### src/rtl/rsa_job_arbiter_pkg.sv
// Shared types for the RSA job arbiter: job/result payloads and arbiter FSM states.
// The core and all requesters use the same packed payload layout.
package rsa_job_arbiter_pkg;

    localparam int RSA_W = 16;

    typedef struct packed {
        logic [RSA_W-1:0] msg;
        logic [RSA_W-1:0] key;
        logic [RSA_W-1:0] modulus;
    } RSAModIn;

    typedef struct packed {
        logic [RSA_W-1:0] result;
    } RSAModOut;

    typedef enum logic [1:0] {
        ARB_IDLE,
        ARB_ISSUE,
        ARB_WAIT,
        ARB_RESP
    } RSAArbState_t;

endpackage

### src/rtl/rsa_job_arbiter_if.sv
// Requester-side and core-side handshakes of the RSA job arbiter.
// master = arbiter, slave = requesters plus RSA core.
interface rsa_job_arbiter_if #(
    parameter int N_REQ = 4
);
    import rsa_job_arbiter_pkg::*;

    logic [N_REQ-1:0]    req_valid;
    logic [N_REQ-1:0]    req_ready;
    RSAModIn [N_REQ-1:0] req_in;
    logic [N_REQ-1:0]    rsp_valid;
    logic [N_REQ-1:0]    rsp_ready;
    RSAModOut            rsp_out;
    logic                core_i_valid;
    logic                core_i_ready;
    RSAModIn             core_i_in;
    logic                core_o_valid;
    logic                core_o_ready;
    RSAModOut            core_o_out;

    modport master (
        input  req_valid, req_in, rsp_ready, core_i_ready, core_o_valid, core_o_out,
        output req_ready, rsp_valid, rsp_out, core_i_valid, core_i_in, core_o_ready
    );

    modport slave (
        output req_valid, req_in, rsp_ready, core_i_ready, core_o_valid, core_o_out,
        input  req_ready, rsp_valid, rsp_out, core_i_valid, core_i_in, core_o_ready
    );

endinterface

### src/rtl/rsa_job_arbiter_rr_pick.sv
// Combinational rotating-priority picker: first requester after last_i (wrapping) wins.
// last_i itself has the lowest priority, so a held request is served within N_REQ picks.
module rsa_job_arbiter_rr_pick #(
    parameter  int N_REQ = 4,
    localparam int IDX_W = $clog2(N_REQ)
) (
    input  logic [N_REQ-1:0] req_i,
    input  logic [IDX_W-1:0] last_i,
    output logic             found_o,
    output logic [IDX_W-1:0] grant_o
);

    always_comb begin
        int idx;
        found_o = 1'b0;
        grant_o = '0;
        idx     = 0;
        for (int k = 1; k <= N_REQ; k++) begin
            idx = (int'(last_i) + k) % N_REQ;
            if (!found_o && req_i[idx[IDX_W-1:0]]) begin
                found_o = 1'b1;
                grant_o = idx[IDX_W-1:0];
            end
        end
    end

endmodule

### src/rtl/rsa_job_arbiter.sv
// Shares one RSA modexp core among N_REQ requesters, one job in flight, round-robin grant.
// Accept->core 1 cycle, core result->response 1 cycle; stalls hold job/result stable.
module rsa_job_arbiter
    import rsa_job_arbiter_pkg::*;
#(
    parameter  int N_REQ = 4,
    localparam int IDX_W = $clog2(N_REQ)
) (
    input  logic              clk,
    input  logic              rst,
    rsa_job_arbiter_if.master bus,
    output logic              busy_o,
    output logic [IDX_W-1:0]  owner_o
);

    localparam logic [N_REQ-1:0] ONE_HOT0 = N_REQ'(1);

    RSAArbState_t     state_q;
    RSAModIn          job_q;
    RSAModOut         res_q;
    logic [IDX_W-1:0] owner_q;
    logic [IDX_W-1:0] last_q;
    logic             core_i_valid_q;
    logic             core_o_ready_q;
    logic             busy_q;

    logic             pick_found;
    logic [IDX_W-1:0] pick_idx;

    rsa_job_arbiter_rr_pick #(
        .N_REQ (N_REQ)
    ) u_pick (
        .req_i   (bus.req_valid),
        .last_i  (last_q),
        .found_o (pick_found),
        .grant_o (pick_idx)
    );

    // Only the grant and the response routing are decoded; everything else is a register.
    assign bus.req_ready    = (state_q == ARB_IDLE && pick_found) ? (ONE_HOT0 << pick_idx) : '0;
    assign bus.rsp_valid    = (state_q == ARB_RESP) ? (ONE_HOT0 << owner_q) : '0;
    assign bus.rsp_out      = res_q;
    assign bus.core_i_valid = core_i_valid_q;
    assign bus.core_i_in    = job_q;
    assign bus.core_o_ready = core_o_ready_q;
    assign busy_o           = busy_q;
    assign owner_o          = owner_q;

    always_ff @(posedge clk or posedge rst) begin
        if (rst) begin
            state_q        <= ARB_IDLE;
            job_q          <= '0;
            res_q          <= '0;
            owner_q        <= '0;
            last_q         <= IDX_W'(N_REQ - 1);
            core_i_valid_q <= 1'b0;
            core_o_ready_q <= 1'b0;
            busy_q         <= 1'b0;
        end else begin
            unique case (state_q)
                ARB_IDLE: begin
                    if (pick_found) begin
                        job_q          <= bus.req_in[pick_idx];
                        owner_q        <= pick_idx;
                        core_i_valid_q <= 1'b1;
                        busy_q         <= 1'b1;
                        state_q        <= ARB_ISSUE;
                    end
                end
                ARB_ISSUE: begin
                    if (bus.core_i_ready) begin
                        core_i_valid_q <= 1'b0;
                        core_o_ready_q <= 1'b1;
                        state_q        <= ARB_WAIT;
                    end
                end
                ARB_WAIT: begin
                    if (bus.core_o_valid) begin
                        res_q          <= bus.core_o_out;
                        core_o_ready_q <= 1'b0;
                        state_q        <= ARB_RESP;
                    end
                end
                ARB_RESP: begin
                    // Winner drops to lowest priority for the next round.
                    if (bus.rsp_ready[owner_q]) begin
                        last_q  <= owner_q;
                        busy_q  <= 1'b0;
                        state_q <= ARB_IDLE;
                    end
                end
                default: state_q <= ARB_IDLE;
            endcase
        end
    end

endmodule

### src/flat_wrapper.sv
// flat-port wrapper written by rule: the top's interface ports become plain ports
module rsa_job_arbiter_flat import rsa_job_arbiter_pkg::*;
#(
    parameter  int N_REQ = 4,
    localparam int IDX_W = $clog2(N_REQ)
)
  (clk, rst, busy_o, owner_o, bus_req_valid, bus_req_in, bus_rsp_ready, bus_core_i_ready, bus_core_o_valid, bus_core_o_out, bus_req_ready, bus_rsp_valid, bus_rsp_out, bus_core_i_valid, bus_core_i_in, bus_core_o_ready);
  rsa_job_arbiter_if #(.N_REQ(N_REQ)) bus_i ();
  input  logic clk;
  input  logic rst;
  output logic busy_o;
  output logic [IDX_W-1:0] owner_o;
  input wire logic [$bits(bus_i.req_valid)-1:0] bus_req_valid;
  input wire logic [$bits(bus_i.req_in)-1:0] bus_req_in;
  input wire logic [$bits(bus_i.rsp_ready)-1:0] bus_rsp_ready;
  input wire logic [$bits(bus_i.core_i_ready)-1:0] bus_core_i_ready;
  input wire logic [$bits(bus_i.core_o_valid)-1:0] bus_core_o_valid;
  input wire logic [$bits(bus_i.core_o_out)-1:0] bus_core_o_out;
  output wire logic [$bits(bus_i.req_ready)-1:0] bus_req_ready;
  output wire logic [$bits(bus_i.rsp_valid)-1:0] bus_rsp_valid;
  output wire logic [$bits(bus_i.rsp_out)-1:0] bus_rsp_out;
  output wire logic [$bits(bus_i.core_i_valid)-1:0] bus_core_i_valid;
  output wire logic [$bits(bus_i.core_i_in)-1:0] bus_core_i_in;
  output wire logic [$bits(bus_i.core_o_ready)-1:0] bus_core_o_ready;
  assign bus_i.req_valid = bus_req_valid;
  assign bus_i.req_in = bus_req_in;
  assign bus_i.rsp_ready = bus_rsp_ready;
  assign bus_i.core_i_ready = bus_core_i_ready;
  assign bus_i.core_o_valid = bus_core_o_valid;
  assign bus_i.core_o_out = bus_core_o_out;
  assign bus_req_ready = bus_i.req_ready;
  assign bus_rsp_valid = bus_i.rsp_valid;
  assign bus_rsp_out = bus_i.rsp_out;
  assign bus_core_i_valid = bus_i.core_i_valid;
  assign bus_core_i_in = bus_i.core_i_in;
  assign bus_core_o_ready = bus_i.core_o_ready;
  rsa_job_arbiter #(.N_REQ(N_REQ)) u_core (.clk(clk), .rst(rst), .bus(bus_i), .busy_o(busy_o), .owner_o(owner_o));
endmodule
### config.mk
export PLATFORM = sky130hd
export DESIGN_NAME = rsa_job_arbiter_flat
export DESIGN_NICKNAME = d
export VERILOG_FILES = /design/src/rtl/rsa_job_arbiter_pkg.sv /design/src/rtl/rsa_job_arbiter_if.sv /design/src/rtl/rsa_job_arbiter_rr_pick.sv /design/src/rtl/rsa_job_arbiter.sv /design/src/flat_wrapper.sv
export SDC_FILE = /design/constraint.sdc
export NUM_CORES = 1
export LEC_CHECK = 0
export CORE_AREA = 5 5 113 115
export DETAILED_ROUTE_END_ITERATION = 8
export DIE_AREA = 0 0 118 120
export GPL_TIMING_DRIVEN = 0
export PLACE_DENSITY = 0.82
export SLEW_MARGIN = 10
export SYNTH_ARGS = -nofsm -noshare
export SYNTH_HDL_FRONTEND = slang
export SYNTH_SLANG_ARGS = --single-unit
### constraint.sdc
create_clock -name clk -period 3.2 [get_ports clk]
set_clock_uncertainty 0.1 [all_clocks]
set_input_delay 0.32 -clock clk [delete_from_list [all_inputs] [get_ports clk]]
set_output_delay 0.32 -clock clk [all_outputs]
set_load 0.01 [all_outputs]
# After elaboration in Yosys (flattened, before gate mapping)
# Index checks and enable logic that the tools add are counted.
totals:
  ff_bits: 73
  input_bits: 220
  out_inout_bits: 77
  elab_cells: 82
classes:
  add_sub_neg: 4
  n_lt_le_gt_ge: 6
  n_eq_ne: 7
  n_shift: 2
  muxes: 35
  n_reduce_logical: 18
ops:
  columns: ["cell", "n"]
  rows:
  - ["48-bit binary-select mux with 2-bit select", 1]
  - ["48-bit 2-to-1 mux", 1]
  - ["2-bit by 3-bit < comparator with 1-bit output, second input constant", 6]
  - ["2-bit 2-to-1 mux", 8]
  - ["1-bit 2-to-1 mux", 14]
  - ["1-bit binary-select mux with 2-bit select", 5]
  - ["3-bit AND reduction", 3]
  - ["4-bit 2-to-1 mux", 2]
  - ["2-bit case mux with 4 select lines", 1]
  - ["1-bit by 2-bit left shift with 4-bit output, first input constant", 2]
  - ["2-bit inequality test, second input constant", 3]
  - ["1-bit case mux with 2 select lines", 3]
  - ["2-bit AND reduction", 3]
  - ["2-bit nonzero test", 3]
  - ["2-bit by 1-bit adder with 2-bit output, second input constant", 2]
  - ["2-bit adder, second input constant", 2]
  - ["2-bit equality test, second input constant", 2]
  - ["1-bit logical AND", 4]
  - ["4-bit AND reduction", 1]
  - ["1-bit logical NOT", 3]
  - ["2-bit by 1-bit equality test with 1-bit output, second input constant", 1]
  - ["2-bit logical NOT", 1]
  - ["2-bit by 1-bit inequality test with 1-bit output, second input constant", 1]

# Depth between registers and ports, before layout
logic_depth:
  depth_word: 15
  depth_mapped: 7
  depth_no_buf: 5

# Hierarchy
# A second synthesis with hierarchy kept.
unflattened:
  cells_unflattened: 273
  area_unflattened_um2: 4174.0
modules_own_cells:
  columns: ["module", "instances", "cells_per_inst", "area_each_um2"]
  rows:
  - ["rsa_job_arbiter", 1, 259, 4082.7]
  - ["rsa_job_arbiter_rr_pick", 1, 14, 91.3]

# Worst setup path before layout
# No wires, ideal clock.
synth_path:
  path_type: "register -> output"
  from: "register u_core.last_q[0]"
  to: "output bus_req_ready[1]"
  arrival_time_ns: 1.532
  required_time_ns: 2.780
  setup_slack_ns: 1.248
  path_stages_with_launch: 7
  cell_sequence: "dfstp_2 > buf_2 > xnor2_1 > o211a_1 > buf_2 > buf_2 > and2_1"
synth_between:
  elab_chain_cells: 15
  word_cells_on_any_way: 29
synth_rtl:
  columns: ["item", "line", "rtl"]
  rows:
  - ["start, declared", "rsa_job_arbiter.sv:22", "logic [IDX_W-1:0] last_q;"]
  - ["start signal, assigned", "rsa_job_arbiter.sv:55", "last_q <= IDX_W'(N_REQ - 1);"]
  - ["start signal, assigned", "rsa_job_arbiter.sv:87", "last_q <= owner_q;"]
  - ["2-bit by 1-bit adder with 2-bit output", "rsa_job_arbiter_rr_pick.sv:19", "idx = (int'(last_i) + k) % N_REQ;"]
  - ["1-bit binary-select mux with 2-bit select", "rsa_job_arbiter_rr_pick.sv:20", "if (!found_o && req_i[idx[IDX_W-1:0]]) begin"]
  - ["1-bit 2-to-1 mux (implied by the code)", "rsa_job_arbiter_rr_pick.sv:20", null]
  - ["1-bit 2-to-1 mux", "rsa_job_arbiter_rr_pick.sv:20", null]
  - ["1-bit logical NOT", "rsa_job_arbiter_rr_pick.sv:20", null]
  - ["1-bit logical AND", "rsa_job_arbiter_rr_pick.sv:20", null]
  - ["1-bit 2-to-1 mux", "rsa_job_arbiter_rr_pick.sv:20", null]
  - ["1-bit logical NOT", "rsa_job_arbiter_rr_pick.sv:20", null]
  - ["1-bit logical AND", "rsa_job_arbiter_rr_pick.sv:20", null]
  - ["1-bit 2-to-1 mux", "rsa_job_arbiter_rr_pick.sv:20", null]
  - ["1-bit logical NOT", "rsa_job_arbiter_rr_pick.sv:20", null]
  - ["1-bit logical AND", "rsa_job_arbiter_rr_pick.sv:20", null]
  - ["2-bit 2-to-1 mux or 1-bit 2-to-1 mux (tied branches)", "rsa_job_arbiter_rr_pick.sv:20", null]
  - ["1-bit by 2-bit left shift with 4-bit output or 1-bit logical AND (tied branches)", "rsa_job_arbiter.sv:40", "assign bus.req_ready = (state_q == ARB_IDLE && pick_found) ? (ONE_HOT0 << pick_idx) : '0;"]
  - ["4-bit 2-to-1 mux (*)", "rsa_job_arbiter.sv:40", null]
  - ["end, declared", "flat_wrapper.sv:19", "output wire logic [$bits(bus_i.req_ready)-1:0] bus_req_ready;"]
# Every way passes the cells marked *; elsewhere a longest branch is shown, timed or not. The select of a mux whose other input is x is not followed.

# Worst setup path after layout
layout_path:
  from: "input bus_req_valid[3]"
  to: "output bus_req_ready[0]"
layout_between:
  elab_chain_cells: 14
  word_cells_on_any_way: 25
layout_rtl:
  columns: ["item", "line", "rtl"]
  rows:
  - ["start, declared", "flat_wrapper.sv:13", "input wire logic [$bits(bus_i.req_valid)-1:0] bus_req_valid;"]
  - ["1-bit binary-select mux with 2-bit select", "rsa_job_arbiter_rr_pick.sv:20", null]
  - ["1-bit 2-to-1 mux (implied by the code)", "rsa_job_arbiter_rr_pick.sv:20", null]
  - ["1-bit 2-to-1 mux", "rsa_job_arbiter_rr_pick.sv:20", null]
  - ["1-bit logical NOT", "rsa_job_arbiter_rr_pick.sv:20", null]
  - ["1-bit logical AND", "rsa_job_arbiter_rr_pick.sv:20", null]
  - ["1-bit 2-to-1 mux", "rsa_job_arbiter_rr_pick.sv:20", null]
  - ["1-bit logical NOT", "rsa_job_arbiter_rr_pick.sv:20", null]
  - ["1-bit logical AND", "rsa_job_arbiter_rr_pick.sv:20", null]
  - ["1-bit 2-to-1 mux", "rsa_job_arbiter_rr_pick.sv:20", null]
  - ["1-bit logical NOT", "rsa_job_arbiter_rr_pick.sv:20", null]
  - ["1-bit logical AND", "rsa_job_arbiter_rr_pick.sv:20", null]
  - ["2-bit 2-to-1 mux or 1-bit 2-to-1 mux (tied branches)", "rsa_job_arbiter_rr_pick.sv:20", null]
  - ["1-bit by 2-bit left shift with 4-bit output or 1-bit logical AND (tied branches)", "rsa_job_arbiter.sv:40", null]
  - ["4-bit 2-to-1 mux (*)", "rsa_job_arbiter.sv:40", null]
# Marks and branches as above.

==> results.json <==
{
  "grt_pass1_vias": 5201,
  "dieWidth_um": 118,
  "slew_headroom_pct": 59.4,
  "globalplace.congestion": 0.870,
  "yosysWarnings": 0,
  "rr_endpoint": "u_core.bus.core_i_in[3]",
  "synth_largest_area_cell": "dfrtp_1",
  "dpl.hpwl_um": 14700,
  "drt_iter0_drc": 240,
  "setup_ws_ns": 0.154,
  "cts_tree": "built",
  "final_common_cell": "clkdlybuf4s50_1",
  "reg2regPathDepth": 7,
  "clk_pin_slew_ns": 0.06,
  "grt_pass1_wl_um": 28400,
  "arrival_ns": 2.63,
  "dieArea_um2": 14200,
  "design_area_um2": 7580,
  "antenna_found_initial": 0,
  "clk_latency_ns": 0.33,
  "rsz0062_at_grt": "no",
  "fmax_mhz": 328,
  "cp-end-kind": "output port",
  "maxCapViolations": 0,
  "fp-row-count": 40,
  "slowest_delay_ns": 0.53,
  "vias": 4776,
  "fin_crit_sh_pct": 95.2,
  "wl_per_cell_um": 21.5,
  "crit_chain": "clkdlybuf4s50_1 -> buf_4 -> or2_1 -> o221ai_2 -> buf_6 -> buf_6 -> and2_1 -> clkdlybuf4s50_1",
  "antenna_left": 0,
  "start_util_pct": 34.9,
  "postPlaceCellArea_um2": 7230,
  "worstSetupEndpoint": "bus_req_ready[0]",
  "numCtsBuffers": 9,
  "grt_overflow": 0,
  "syn_avg_cell_area_um2": 10.3,
  "cp-start-kind": "input port",
  "grt_usage_pct": 25.2,
  "final_cell_mix": "294 x clkdlybuf4s50_1, 71 x dfrtp_1, 54 x nor2_1",
  "synth_edf_count": 0,
  "netlist_area_um2": 4090,
  "cp.required_ns": 2.78,
  "fillers": 934,
  "worstMarginPinSlew_ns": 0.609,
  "seq_area_um2": 1830,
  "status": "finished clean",
  "cp.depth": 8,
  "ys_top_cells_by_area": "dfrtp_1 43%, a32oi_1 10%, a221oi_1 8.1%, a21oi_1 6.4%, mux2_2 5.2%",
  "hold_ws_ns": 0.269,
  "via_per_inst": 5.59,
  "die_h_um": 120,
  "crit_type": "in2out",
  "grt_max_degree": 41,
  "cp-startpoint": "bus_req_valid[3]",
  "setup_violations": 0,
  "worst-path-buf-inv": 5,
  "synth-seq-cells": 73,
  "power.total_mw": 6.52,
  "final_nets": 928,
  "cts_sinks": 73,
  "synth_top_area_share_pct": 43.5,
  "syn_inst": 398,
  "area_growth_syn_to_layout_pct": 85.6,
  "dr.pass1.iters": 5,
  "cpLargestDelayFamily": "buffers and inverters",
  "place.port_buffers": 294,
  "period_minus_slack_ns": 3.05,
  "worst-path-max-fanout": 10,
  "drive_gt1_share_pct": 11.0,
  "multi_input_area_um2": 1990,
  "peakVddDrop_v": 0.000483,
  "rrSetupSlack_ns": 0.95,
  "power_leakage_nw": 2.94,
  "drt_drc_violations_left": 0,
  "pre_cts_slack_ns": -0.00761,
  "synth_ff_type": "dfrtp_1",
  "crit_path_top_delay_cell": "clkdlybuf4s50_1",
  "h-tree-depth": 3,
  "synthDistinctLibCells": 40,
  "clockBufferDepth": 2,
  "ys_seq_area_share_pct": 44.8,
  "cts_setup_buffers": 0,
  "synthArstFlopShare_pct": 100,
  "fin_util_pct": 64.8,
  "hold_viol_final": 0,
  "routed_wirelength_um": 18400,
  "coreArea_um2": 11700,
  "io_pins": 297,
  "powerDensity_nw_per_um2": 860,
  "root_buffer": "clkbuf_16",
  "worstHoldPathType": "in2async",
  "slew_viol_final": 0,
  "syn_nets": 623,
  "diodes": 0,
  "timing.rr.start": "u_core.last_q[1]"
}
-- logic make-up (layout without fill, tap and decap cells) --
kind of cell / after synthesis / count (layout) / share of synthesized area (%)
compound gates: 169 / 169 / 32.5
simple gates: 78 / 78 / 8.48
flops: 73 / 73 / 44.8
buf+inv: 51 / 361 / 6.43
mux: 21 / 21 / 6.03
fa+ha+maj: 5 / 5 / 1.53
xor+xnor: 1 / 1 / 0.214
-- area by class of cell --
class	instances	share of cell area, %
multi-input cells	274	26.3
repair buffers	295	39.1
well taps	147	2.43
inverters	8	0.429
clock inverters	5	1.35
flip-flops and latches	73	24.1
plain buffers	42	3.12
clock buffers	11	3.20
-- per-stage QoR --
stage | instances | TNS [ns]
after floorplan | 398 | 0
after global placement | 839 | -21.64
after detailed placement | 840 | -0.00761
after CTS | 856 | 0
after global routing | 855 | 0
final | 855 | 0
-- routing by layer --
metal | vias to the layer above | wire (µm) | part of all wire [%] | GRT usage, %
met1 | 2290 | 6900 | 37 | 28.0
met3 | 40 | 1670 | 9.1 | 8.01
met5 | - | 0 | 0 | 0
li1 | 2173 | - | - | -
met2 | 273 | 9350 | 51 | 45.3
met4 | 0 | 483 | 2.6 | 8.75
-- worst min path at each step --
stage | end | slack, ns | cells past startpoint
after floorplan | u_core.bus.rsp_out[0] | 0.37 | 1
after global placement | u_core.bus.rsp_out[15] | 0.39 | 1
after detailed placement | u_core.bus.rsp_out[6] | 0.40 | 1
after CTS | u_core.bus.rsp_out[6] | 0.28 | 2
after global routing | u_core.bus.rsp_out[6] | 0.31 | 2
final | u_core.bus.rsp_out[6] | 0.27 | 2
-- repair_timing --
| action | CTS | global route |
|---|---|---|
| resized for setup | 2 | 4 |
| cloned | 0 | 0 |
| endpoints found under the setup margin | 2 | 2 |
| hold buffers | 0 | 0 |
-- synth_stat cells (all sizes together), types with 2 or more instances --
library cell / instances
nor2: 54
and2: 2
ha: 5
inv: 8
buf: 24
a21oi: 52
a32oi: 48
nor3: 2
a221oi: 48
nand3: 2
nand2b: 2
nor2b: 3
o211a: 3
o21ai: 7
dfstp: 2
mux2: 19
dfrtp: 71
nand2: 8
a22o: 3
clkbuf: 19
-- sequential cells by signal, summed over array words and instances, names as in the netlist --
| register | flops |
|---|---|
| u_core.state_q | 2 |
| u_core.bus.rsp_out | 16 |
| u_core.bus.core_i_in | 48 |
| u_core.busy_o | 1 |
| u_core.owner_o | 2 |
| u_core.last_q | 2 |
| u_core.bus.core_o_ready | 1 |
| u_core.bus.core_i_valid | 1 |
-- power by group --
group          leakage (nW)  switching, mW  internal (mW)
combinational          1.95           1.78           1.86
clock                 0.166          0.390          0.782
sequential            0.829          0.297           1.42
Note: power is estimated with default switching activity, not from simulation.
